**src/rtl/rd_dma_engine_if.sv**
```systemverilog
// AXI4 read address + read data channels bundled for the read-DMA master.
// Latency: none (wires only).
// Backpressure: carried by arready/rready inside the bundle.
// Ports: master modport drives AR and rready; slave modport drives arready and the R channel.
interface rd_dma_engine_if #(
  parameter int ADDR_WIDTH = 32,
  parameter int DATA_WIDTH = 256,
  parameter int ID_WIDTH   = 8
);
  logic [ID_WIDTH-1:0]   arid;
  logic [ADDR_WIDTH-1:0] araddr;
  logic [7:0]            arlen;
  logic [2:0]            arsize;
  logic [1:0]            arburst;
  logic                  arvalid;
  logic                  arready;
  logic [ID_WIDTH-1:0]   rid;
  logic [DATA_WIDTH-1:0] rdata;
  logic [1:0]            rresp;
  logic                  rlast;
  logic                  rvalid;
  logic                  rready;

  modport master (
    output arid, araddr, arlen, arsize, arburst, arvalid,
    input  arready,
    input  rid, rdata, rresp, rlast, rvalid,
    output rready
  );

  modport slave (
    input  arid, araddr, arlen, arsize, arburst, arvalid,
    output arready,
    output rid, rdata, rresp, rlast, rvalid,
    input  rready
  );
endinterface

```
**src/rtl/rd_dma_engine.sv**
```systemverilog
// AXI4 read-DMA master: moves cfg_beats words from cfg_addr into the input buffer in
// INCR bursts of at most MAX_BURST beats that never cross a 4 KB page.
// Latency: AR one cycle after start; R beats pass to the buffer combinationally.
// Backpressure: buf_wready gates rready directly; a stalled beat stays on the R channel.
// Ports: clk/rstn (sync, active-low); cfg_addr/cfg_beats/start request; busy/done/err status;
//        buf_w* buffer write side; axi (rd_dma_engine_if.master) AR + R channels.
// Option: define RD_DMA_RESP_CHECK_EN to enable the rresp/rlast error flag (err tied 0 otherwise).
module rd_dma_engine #(
  parameter int                ADDR_WIDTH = 32,
  parameter int                DATA_WIDTH = 256,
  parameter int                ID_WIDTH   = 8,
  parameter logic [ID_WIDTH-1:0] ID       = 8'h80,
  parameter int                MAX_BURST  = 16,
  parameter int                LEN_WIDTH  = 16
) (
  input  logic                  clk,
  input  logic                  rstn,
  input  logic [ADDR_WIDTH-1:0] cfg_addr,
  input  logic [LEN_WIDTH-1:0]  cfg_beats,
  input  logic                  start,
  output logic                  busy,
  output logic                  done,
  output logic                  err,
  output logic [DATA_WIDTH-1:0] buf_wdata,
  output logic                  buf_wvalid,
  output logic                  buf_wlast,
  input  logic                  buf_wready,
  rd_dma_engine_if.master       axi
);

  localparam int BPB  = DATA_WIDTH / 8;
  localparam int SIZE = $clog2(BPB);
  // common width for the three-way burst-length minimum
  localparam int CW   = (LEN_WIDTH > 13) ? LEN_WIDTH : 13;
  localparam logic [ADDR_WIDTH-1:0] LOW_MASK = ADDR_WIDTH'(BPB - 1);

  typedef enum logic [1:0] {IDLE, ADDR, DATA, DONE} state_t;

  state_t                state_q, state_d;
  logic [ADDR_WIDTH-1:0] addr_q, addr_d;
  logic [LEN_WIDTH-1:0]  remain_q, remain_d;  // beats of the transfer not yet consumed
  logic [8:0]            burst_q, burst_d;    // beats of the current burst not yet consumed
  logic [8:0]            blen_q, blen_d;      // length of the current burst, for address advance

  logic [12:0]   page_bytes;
  logic [CW-1:0] page_beats;
  logic [CW-1:0] cand;
  logic [8:0]    beats;
  logic          hit;
  logic          beat;

  // Burst size: min(remaining, MAX_BURST, beats left before the next 4 KB page).
  always_comb begin
    page_bytes = 13'h1000 - {1'b0, addr_q[11:0]};
    page_beats = CW'(page_bytes >> SIZE);
    cand       = CW'(remain_q);
    if (CW'(MAX_BURST) < cand) cand = CW'(MAX_BURST);
    if (page_beats < cand)     cand = page_beats;
    beats      = cand[8:0];
  end

  assign axi.arid    = ID;
  assign axi.arsize  = 3'(SIZE);
  assign axi.arburst = 2'b01;
  assign axi.arvalid = (state_q == ADDR);
  assign axi.araddr  = addr_q;
  // arlen is forced to 0 outside ADDR so the idle/reset value is clean
  assign axi.arlen   = (state_q == ADDR) ? 8'(beats - 9'd1) : 8'd0;

  // Beats carrying a foreign ID are left on the bus untouched.
  assign hit        = (state_q == DATA) && axi.rvalid && (axi.rid == ID);
  assign axi.rready = hit && buf_wready;
  assign beat       = hit && buf_wready;
  assign buf_wvalid = hit;
  assign buf_wdata  = axi.rdata;
  assign buf_wlast  = hit && (burst_q == 9'd1) && (remain_q == LEN_WIDTH'(1));

  assign busy = (state_q != IDLE);
  assign done = (state_q == DONE);

  always_comb begin
    state_d  = state_q;
    addr_d   = addr_q;
    remain_d = remain_q;
    burst_d  = burst_q;
    blen_d   = blen_q;
    case (state_q)
      IDLE: begin
        if (start) begin
          if (cfg_beats != '0) begin
            addr_d   = cfg_addr & ~LOW_MASK;
            remain_d = cfg_beats;
            state_d  = ADDR;
          end else begin
            state_d  = DONE;
          end
        end
      end
      ADDR: begin
        if (axi.arready) begin
          burst_d = beats;
          blen_d  = beats;
          state_d = DATA;
        end
      end
      DATA: begin
        // the internal counter alone decides where a burst ends; rlast is not trusted
        if (beat) begin
          burst_d  = burst_q - 9'd1;
          remain_d = remain_q - LEN_WIDTH'(1);
          if (burst_q == 9'd1) begin
            if (remain_q == LEN_WIDTH'(1)) begin
              state_d = DONE;
            end else begin
              addr_d  = addr_q + (ADDR_WIDTH'(blen_q) << SIZE);
              state_d = ADDR;
            end
          end
        end
      end
      DONE:    state_d = IDLE;
      default: state_d = IDLE;
    endcase
  end

  always_ff @(posedge clk) begin
    if (!rstn) begin
      state_q  <= IDLE;
      addr_q   <= '0;
      remain_q <= '0;
      burst_q  <= '0;
      blen_q   <= '0;
    end else begin
      state_q  <= state_d;
      addr_q   <= addr_d;
      remain_q <= remain_d;
      burst_q  <= burst_d;
      blen_q   <= blen_d;
    end
  end

`ifdef RD_DMA_RESP_CHECK_EN
  logic err_q, err_d;

  // Sticky until the next accepted start; the transfer itself is never aborted.
  always_comb begin
    err_d = err_q;
    if ((state_q == IDLE) && start) begin
      err_d = 1'b0;
    end else if (beat && ((axi.rresp != 2'b00) || (axi.rlast != (burst_q == 9'd1)))) begin
      err_d = 1'b1;
    end
  end

  always_ff @(posedge clk) begin
    if (!rstn) err_q <= 1'b0;
    else       err_q <= err_d;
  end

  assign err = err_q;
`else
  logic unused_resp;
  assign unused_resp = ^{axi.rresp, axi.rlast};
  assign err         = 1'b0;
`endif

endmodule

```
**src/flat_wrapper.sv**
```systemverilog
// flat-port wrapper written by rule: the top's interface ports become plain ports
module rd_dma_engine_flat 
#(
  parameter int                ADDR_WIDTH = 32,
  parameter int                DATA_WIDTH = 256,
  parameter int                ID_WIDTH   = 8,
  parameter logic [ID_WIDTH-1:0] ID       = 8'h80,
  parameter int                MAX_BURST  = 16,
  parameter int                LEN_WIDTH  = 16
)
  (clk, rstn, cfg_addr, cfg_beats, start, busy, done, err, buf_wdata, buf_wvalid, buf_wlast, buf_wready, axi_arid, axi_araddr, axi_arlen, axi_arsize, axi_arburst, axi_arvalid, axi_arready, axi_rid, axi_rdata, axi_rresp, axi_rlast, axi_rvalid, axi_rready);
  rd_dma_engine_if #(.ADDR_WIDTH(ADDR_WIDTH), .DATA_WIDTH(DATA_WIDTH), .ID_WIDTH(ID_WIDTH)) axi_i ();
  input  logic clk;
  input  logic rstn;
  input  logic [ADDR_WIDTH-1:0] cfg_addr;
  input  logic [LEN_WIDTH-1:0] cfg_beats;
  input  logic start;
  output logic busy;
  output logic done;
  output logic err;
  output logic [DATA_WIDTH-1:0] buf_wdata;
  output logic buf_wvalid;
  output logic buf_wlast;
  input  logic buf_wready;
  output wire logic [$bits(axi_i.arid)-1:0] axi_arid;
  output wire logic [$bits(axi_i.araddr)-1:0] axi_araddr;
  output wire logic [$bits(axi_i.arlen)-1:0] axi_arlen;
  output wire logic [$bits(axi_i.arsize)-1:0] axi_arsize;
  output wire logic [$bits(axi_i.arburst)-1:0] axi_arburst;
  output wire logic [$bits(axi_i.arvalid)-1:0] axi_arvalid;
  input wire logic [$bits(axi_i.arready)-1:0] axi_arready;
  input wire logic [$bits(axi_i.rid)-1:0] axi_rid;
  input wire logic [$bits(axi_i.rdata)-1:0] axi_rdata;
  input wire logic [$bits(axi_i.rresp)-1:0] axi_rresp;
  input wire logic [$bits(axi_i.rlast)-1:0] axi_rlast;
  input wire logic [$bits(axi_i.rvalid)-1:0] axi_rvalid;
  output wire logic [$bits(axi_i.rready)-1:0] axi_rready;
  assign axi_arid = axi_i.arid;
  assign axi_araddr = axi_i.araddr;
  assign axi_arlen = axi_i.arlen;
  assign axi_arsize = axi_i.arsize;
  assign axi_arburst = axi_i.arburst;
  assign axi_arvalid = axi_i.arvalid;
  assign axi_i.arready = axi_arready;
  assign axi_i.rid = axi_rid;
  assign axi_i.rdata = axi_rdata;
  assign axi_i.rresp = axi_rresp;
  assign axi_i.rlast = axi_rlast;
  assign axi_i.rvalid = axi_rvalid;
  assign axi_rready = axi_i.rready;
  rd_dma_engine #(.ADDR_WIDTH(ADDR_WIDTH), .DATA_WIDTH(DATA_WIDTH), .ID_WIDTH(ID_WIDTH), .ID(ID), .MAX_BURST(MAX_BURST), .LEN_WIDTH(LEN_WIDTH)) u_core (.clk(clk), .rstn(rstn), .cfg_addr(cfg_addr), .cfg_beats(cfg_beats), .start(start), .busy(busy), .done(done), .err(err), .buf_wdata(buf_wdata), .buf_wvalid(buf_wvalid), .buf_wlast(buf_wlast), .buf_wready(buf_wready), .axi(axi_i));
endmodule
```
**config.mk**
```make
export PLATFORM = sky130hd
export DESIGN_NAME = rd_dma_engine_flat
export DESIGN_NICKNAME = d
export VERILOG_FILES = /design/src/rtl/rd_dma_engine_if.sv /design/src/rtl/rd_dma_engine.sv /design/src/flat_wrapper.sv
export SDC_FILE = /design/constraint.sdc
export NUM_CORES = 1
export LEC_CHECK = 0
export CORE_AREA = 2 2 251 253
export CTS_CLUSTER_DIAMETER = 150
export DETAILED_ROUTE_END_ITERATION = 10
export DIE_AREA = 0 0 253 255
export DONT_BUFFER_PORTS = 1
export PLACE_DENSITY = 0.3
export SYNTH_ARGS = -nofsm -noshare
export SYNTH_HDL_FRONTEND = slang
export SYNTH_SLANG_ARGS = --single-unit
export TNS_END_PERCENT = 5
```
**constraint.sdc**
```tcl
create_clock -name clk -period 9 [get_ports clk]
set_clock_uncertainty 0.15 [all_clocks]
set_input_delay 1.8 -clock clk [delete_from_list [all_inputs] [get_ports clk]]
set_output_delay 1.8 -clock clk [all_outputs]
set_load 0.02 [all_outputs]
```
==> results of run 1 <==
==> worst max-delay path: cells and delay by family, from the launching register on <==
kind / cells / cell delay [ns]
buffers and inverters: 1 / 0.29
adder cells (fa/ha/maj): 2 / 0.62
AO/OA/AOI/OAI: 4 / 1.14
flip-flops: 1 / 0.50
AND/OR/NAND/NOR: 5 / 1.89
multiplexers: 1 / 0.41
==> cells by family after synthesis <==
family          Yosys count
other cells               2
flops                    63
simple gates            254
xor+xnor                 14
mux                       7
fa+ha+maj                25
compound gates          200
buf+inv                 334
==> power groups by stage <==
stage / sequential (uW) / combinational [uW] / clock [uW]
floorplan: 343 / 411 / 0
global placement: 364 / 313 / 0
detailed placement: 364 / 312 / 0
CTS: 358 / 314 / 381
global route: 363 / 344 / 388
finish: 356 / 305 / 360
==> per-layer routing <==
metal	wire length, um	vias up	track usage, %
li1	-	2291	-
met3	3560	125	4.70
met4	1210	2	4.73
met2	11400	281	11.6
met5	13	-	0
met1	9630	2296	8.18
==> cell type report <==
type | count | share of cell area [%]
multi-input combinational | 522 | 54.8
inverter | 22 | 1.39
clock inverter | 6 | 0.739
tap | 799 | 16.9
sequential | 63 | 21.3
clock buffer | 10 | 4.03
timing repair buffer | 7 | 0.887
==> cells in the mapped netlist (all sizes together) (4+ instances only) <==
cell type / instances
buf: 282
nand2: 66
dfxtp: 63
nor2: 62
a21oi: 52
o21ai: 51
clkbuf: 30
ha: 24
nor3: 23
inv: 21
nand3: 21
a211oi: 20
a31oi: 12
and3: 11
and2: 10
nand2b: 10
nor4: 10
a21o: 9
nand4: 9
xnor2: 9
or3: 8
o221a: 6
or2: 6
a311oi: 5
a41oi: 5
and4: 5
xor2: 5
a22oi: 4
mux2: 4
o2111ai: 4
o211ai: 4
o31ai: 4
==> cell usage in the layout (no fill, tap or decap), drive strengths merged, types with 11 or more instances in the layout <==
master / instances
ha: 24
o21ai: 51
nor2: 62
nand3: 21
conb: 22
a211oi: 20
a21oi: 52
and3: 11
nand2: 66
dfxtp: 63
inv: 23
nor3: 23
a31oi: 12
==> how the worst min path moves through the flow <==
stage,endpoint,depth (start not counted)
detailed placement,u_core.blen_q[5],2
global route,u_core.blen_q[3],2
global placement,u_core.blen_q[5],2
floorplan,u_core.blen_q[3],2
CTS,u_core.blen_q[5],2
finish,u_core.blen_q[7],2
==> state kept, by name (all words and copies together), names as in the netlist <==
name and count:
u_core.state_q 2, u_core.burst_q 9, u_core.blen_q 9, u_core.axi.araddr 27, u_core.remain_q 16
==> metrics by stage <==
stage	hold WS [ns]	std cells	area, um^2
2_1_floorplan	0.290	919	6800
3_5_place_dp	0.315	1413	5640
5_1_grt	0.339	1429	5930
6_report	0.320	1429	5930
4_1_cts	0.324	1429	5930
3_3_place_gp	0.309	1413	5640
==> results.tsv, run 1 <==
stage	metric	value	unit
die	die-area	0.0645	mm^2
pwr	power_density	172	mW/mm^2
setup_path	arrival	5.22	ns
synth	ys.flop_type	dfxtp_1	
setup_path	crit_path_start_kind	register	
synth	yosysSeqAreaShare	18.8	%
pwr	power_frac_comb	29.9	%
layout	fill_cells	7275	
placement	dp_hpwl	19700	um
route	drtPass1Iterations	4	
route	ant_nets	0	
clocking	cts-root-buf	clkbuf_16	
synth	synthAdderAreaFrac	4.77	%
timing	worst_pin_slew	0.978	ns
synth	yosys.area_share.simple	19.0	%
timing	setup_violations	0	
layout	register_area	0.00126	mm^2
synth	avgSynthCellArea	7.48	um^2
clocking	cts_buffers	9	
synth	synth-xor-area-share	1.82	%
setup_path	crit_required	7.05	ns
pwr	cellInternalPower	609	uW
clocking	ctsLongestPathBuffers	2	
synth	synth_top_family_by_area	buffers and inverters	
setup_path	worstReg2RegEnd	u_core.burst_q[2]	
min_path	hold_class	reg -> reg	
pwr	power.share.clock	35.3	%
layout	final_nets	971	
synth	yosysWarnings	0	
layout	final_core_util	9.53	%
route	wl_per_cell	18.0	um
timing	post-route-period-util	79.7	%
min_path	hold_start	u_core.blen_q[7]	
synth	yosysUniqueCellTypes	69	
synth	synth-seq-cells	63	
clocking	cts_hold_buffers	0	
pwr	ir_drop	0.0894	mV
timing	report.final.slew_viol_count	0	
timing	fmax	0.139	GHz
synth	synth_compound_area_share	20.0	%
pwr	p_sw	412	uW
route	vias	4995	
setup_path	path_max_fanout	16	
pwr	swShare	40.4	%
global_routing	grt_pass1_wl	35600	um
synth	synth_edf_count	0	
die	rows	92	
layout	layout-drive-gt1-share	8.73	%
die	chipWidth	253	um
outcome	status	finished clean	
setup_path	endpoint	axi_arlen[6]	
setup_path	cpPeakStageDelay	0.56	ns
placement	preCtsSetupSlack	2.14	ns
clocking	insertion_delay	0.36	ns
route	routed_wl	25800	um
setup_path	path_cells	or3_1 > or3_1 > nor3_1 > ha_1 > and4_1 > o2111ai_1 > a41oi_1 > a2111oi_4 > buf_4 > mux2_2 > ha_1 > and4b_1 > o21ai_1	
placement	gp_congestion	0.691	
synth	synthCells	899	
setup_path	cp-startpoint	u_core.axi.araddr[5]	
synth	yosysTopAreaCellShare	30.8	%
timing	hold_viol	0	
clocking	cts.repair_timing.setup_buffer_count	0	
synth	synth.cell_area	0.00672	mm^2
synth	ys_top_cells_by_area	buf_4 (31%), dfxtp_1 (19%), ha_1 (4.5%), a21oi_1 (3.9%), o21ai_0 (3.7%)	
setup_path	critPathKind	reg -> out	
clocking	tritoncts	done	
setup_path	r2r_slack	4.29	ns
synth	synthArstFlopShare	0	%
synth	synthMuxAreaShare	1.17	%
global_routing	grt-ovfl-total	0	
die	die_h	255	um
route	drtIter0Drc	257	
timing	max_slew_margin	34.8	%
setup_path	r2r_cells	12	
global_routing	grt_usage	7.70	%
timing	post-route-min-period	7.17	ns
timing	setup_ws	1.83	ns
global_routing	antenna_found_initial	2	
pwr	power	1020	uW
global_routing	grt_pass1_vias	4884	
pwr	p_leak	0.00196	uW
die	io_pins	637	
setup_path	slowest_stage	o21ai_1	
synth	synth_area_leader_cell	buf_4	
route	via_per_inst	3.50	
pwr	seqPwrFrac	34.9	%
timing	rsz0062_at_grt	false	
route	drc	0	
layout	multi_input_area	0.00325	mm^2
setup_path	reg2reg_from	u_core.axi.araddr[5]	
setup_path	cp-end-kind	output pin	
global_routing	grt_max_degree	41	
die	fp.coreArea	0.0622	mm^2
clocking	clkSinkCount	63	
placement	portBuffers	0	
timing	tns	0	ns
clocking	cts_htree_levels	3	
layout	area_delta_synth_final	-11.8	%
clocking	post_cts_resized	0	
run	maxCapViolations	0	
die	initial_core_util	10.8	%
layout	num_antenna_cells	0	
clocking	clkTransAtPathRegs	0.07	ns
Power figures use the tool's default switching activity.
==> run 2, diff against run 1 <==
==> constraint.sdc (replaced) <==
create_clock -name clk -period 7.15 [get_ports clk]
set_clock_uncertainty 0.15 [all_clocks]
set_input_delay 1.43 -clock clk [delete_from_list [all_inputs] [get_ports clk]]
set_output_delay 1.43 -clock clk [all_outputs]
set_load 0.02 [all_outputs]
==> results.tsv, run 2 (synthesized netlist as in run 1, its figures left out) <==
stage	metric	value	unit	change
outcome	status	finished clean		
die	fp.coreArea	0.0622	mm^2	unchanged
layout	final_nets	979		+0.82%
route	ant_nets	0		unchanged
clocking	cts-root-buf	clkbuf_16		
timing	report.final.slew_viol_count	0		unchanged
global_routing	antenna_found_initial	2		unchanged
global_routing	grt_pass1_wl	35800	um	+0.45%
layout	largest_reg_flops	27		unchanged
min_path	whs_path_depth	2		unchanged
layout	fill_cells	7278		+0.041%
route	drtIter0Drc	234		-8.9%
placement	place_inst	1421		+0.57%
die	rows	92		unchanged
setup_path	path_max_fanout	10		-6
route	via_per_inst	3.45		-1.2%
global_routing	grt_usage	7.70	%	about the same
setup_path	crit_required	5.57	ns	-1.48 ns
setup_path	r2r_cells	12		unchanged
clocking	cts_htree_levels	3		unchanged
timing	post-route-min-period	6.49	ns	
timing	setup_violations	0		unchanged
timing	max_slew_margin	33.6	%	-1.2 points
clocking	clkTransAtPathRegs	0.06	ns	about the same
timing	tns	0	ns	unchanged
setup_path	path_cells	or3_1 > or3_1 > nor3_1 > buf_4 > ha_1 > and4_1 > o2111ai_1 > a41oi_1 > a2111oi_4 > mux2_2 > ha_1 > and4b_1 > o21ai_1 > buf_4		
placement	dp_hpwl	20000	um	+1.2%
die	io_pins	637		unchanged
global_routing	grt_pass1_vias	4932		+0.98%
clocking	clkSinkCount	63		unchanged
route	routed_wl	25600	um	-0.62%
die	chipWidth	253	um	unchanged
setup_path	critPathKind	reg -> out		
timing	worst_pin_slew	0.995	ns	+0.0179 ns
setup_path	cpPeakStageDelay	0.75	ns	+0.19 ns
setup_path	arrival	4.91	ns	-0.31 ns
min_path	hold_class	reg -> reg		
layout	area_delta_synth_final	-11.1	%	
route	vias	4969		-0.52%
setup_path	reg2reg_from	u_core.axi.araddr[6]		
min_path	hold_start	u_core.blen_q[7]		
clocking	cts_buffers	9		unchanged
timing	post-route-period-util	90.7	%	
die	die-area	0.0645	mm^2	unchanged
placement	portBuffers	0		unchanged
clocking	cts.repair_timing.setup_buffer_count	0		unchanged
clocking	insertion_delay	0.36	ns	about the same
die	die_h	255	um	unchanged
pwr	ir_drop	0.115	mV	+29%
placement	gp_congestion	0.714		+3.3%
layout	layout-drive-gt1-share	9.72	%	+0.99 points
setup_path	slowest_stage	a2111oi_4		
clocking	post_cts_resized	0		unchanged
global_routing	grt-ovfl-total	0		unchanged
clocking	tritoncts	done		
layout	fin_cells	1439		+0.70%
layout	multi_input_area	0.00325	mm^2	unchanged
pwr	p_leak	0.00199	uW	+1.3%
timing	rsz0062_at_grt	false		
clocking	ctsLongestPathBuffers	2		unchanged
route	drc	0		unchanged
layout	most-common-layout-cells	nand2_1 (66), dfxtp_1 (63), nor2_1 (62)		
global_routing	grt_max_degree	40		-2.4%
clocking	cts_hold_buffers	0		unchanged
timing	hold_viol	0		unchanged
route	drtPass1Iterations	5		+1
layout	register_area	0.00126	mm^2	unchanged
die	initial_core_util	10.8	%	unchanged
run	maxCapViolations	0		unchanged
setup_path	crit_path_start_kind	register		
route	wl_per_cell	17.8	um	-1.3%
setup_path	cp-end-kind	output pin		
timing	fmax	0.154	GHz	
setup_path	cp-startpoint	u_core.axi.araddr[6]		
pwr	power_density	213	mW/mm^2	+23%
layout	final_common_cell	nand2_1		
run 2: cell count changes in the layout (fill, tap and decap cells not counted):
cell / change
clkinv_2: +1
clkinv_4: -1
inv_6: -2
diode_2: +2
clkbuf_8: -1
clkinvlp_4: +2
buf_4: +8
clkbuf_1: +1
run 2: critical path, delay by kind of cell (launching register included):
family          cells  cell delay [ns]
flops               1             0.44
compound gates      4             1.26
buf+inv             2             0.39
simple gates        5             1.50
fa+ha+maj           2             0.51
mux                 1             0.46
run 2: area by class of cell:
type                            count  area share (%)
Multi-Input combinational cell    522            54.3
Sequential cell                    63            21.1
Tap cell                          799            16.7
Clock buffer                       10            3.83
Timing Repair Buffer               15            1.88
Inverter                           22            1.38
Clock inverter                      6           0.628
Antenna cell                        2          0.0838
run 2: per-layer routing:
| layer | track usage (%) | wire (um) | share of wire (%) | vias to the layer above |
|---|---|---|---|---|
| li1 | - | - | - | 2303 |
| met1 | 8.04 | 9540 | 37 | 2278 |
| met2 | 11.7 | 11400 | 45 | 263 |
| met4 | 4.48 | 1180 | 4.6 | 2 |
| met5 | 0 | 13 | 0.051 | - |
| met3 | 4.89 | 3480 | 14 | 123 |
run 2: final timing paths:
check / endpoint / slack (ns)
hold / removal: u_core.blen_q[7] / 0.32
hold reg to reg: u_core.blen_q[7] / 0.32
setup reg to reg: u_core.burst_q[2] / 2.74
setup / recovery: axi_arlen[6] / 0.66
run 2: metrics by stage:
step | hold slack, ns | total power (uW) | setup WS [ns] | cell area (um^2) | util [%]
final | 0.318 | 1270 | 0.665 | 5970 | 9.61
after global routing | 0.341 | 1370 | 0.233 | 5970 | 9.60
after CTS | 0.323 | 1310 | 0.530 | 5970 | 9.60
after detailed placement | 0.314 | 862 | 0.967 | 5700 | 9.17
after global placement | 0.312 | 863 | 0.988 | 5700 | 9.17
after floorplan | 0.290 | 949 | 1.58 | 6800 | -
run 2: power by group:
group / internal [uW] / switching, uW / total [uW]
Clock: 233 / 195 / 428
Sequential: 381 / 62.4 / 443
Combinational: 148 / 251 / 399
Total: 762 / 508 / 1270
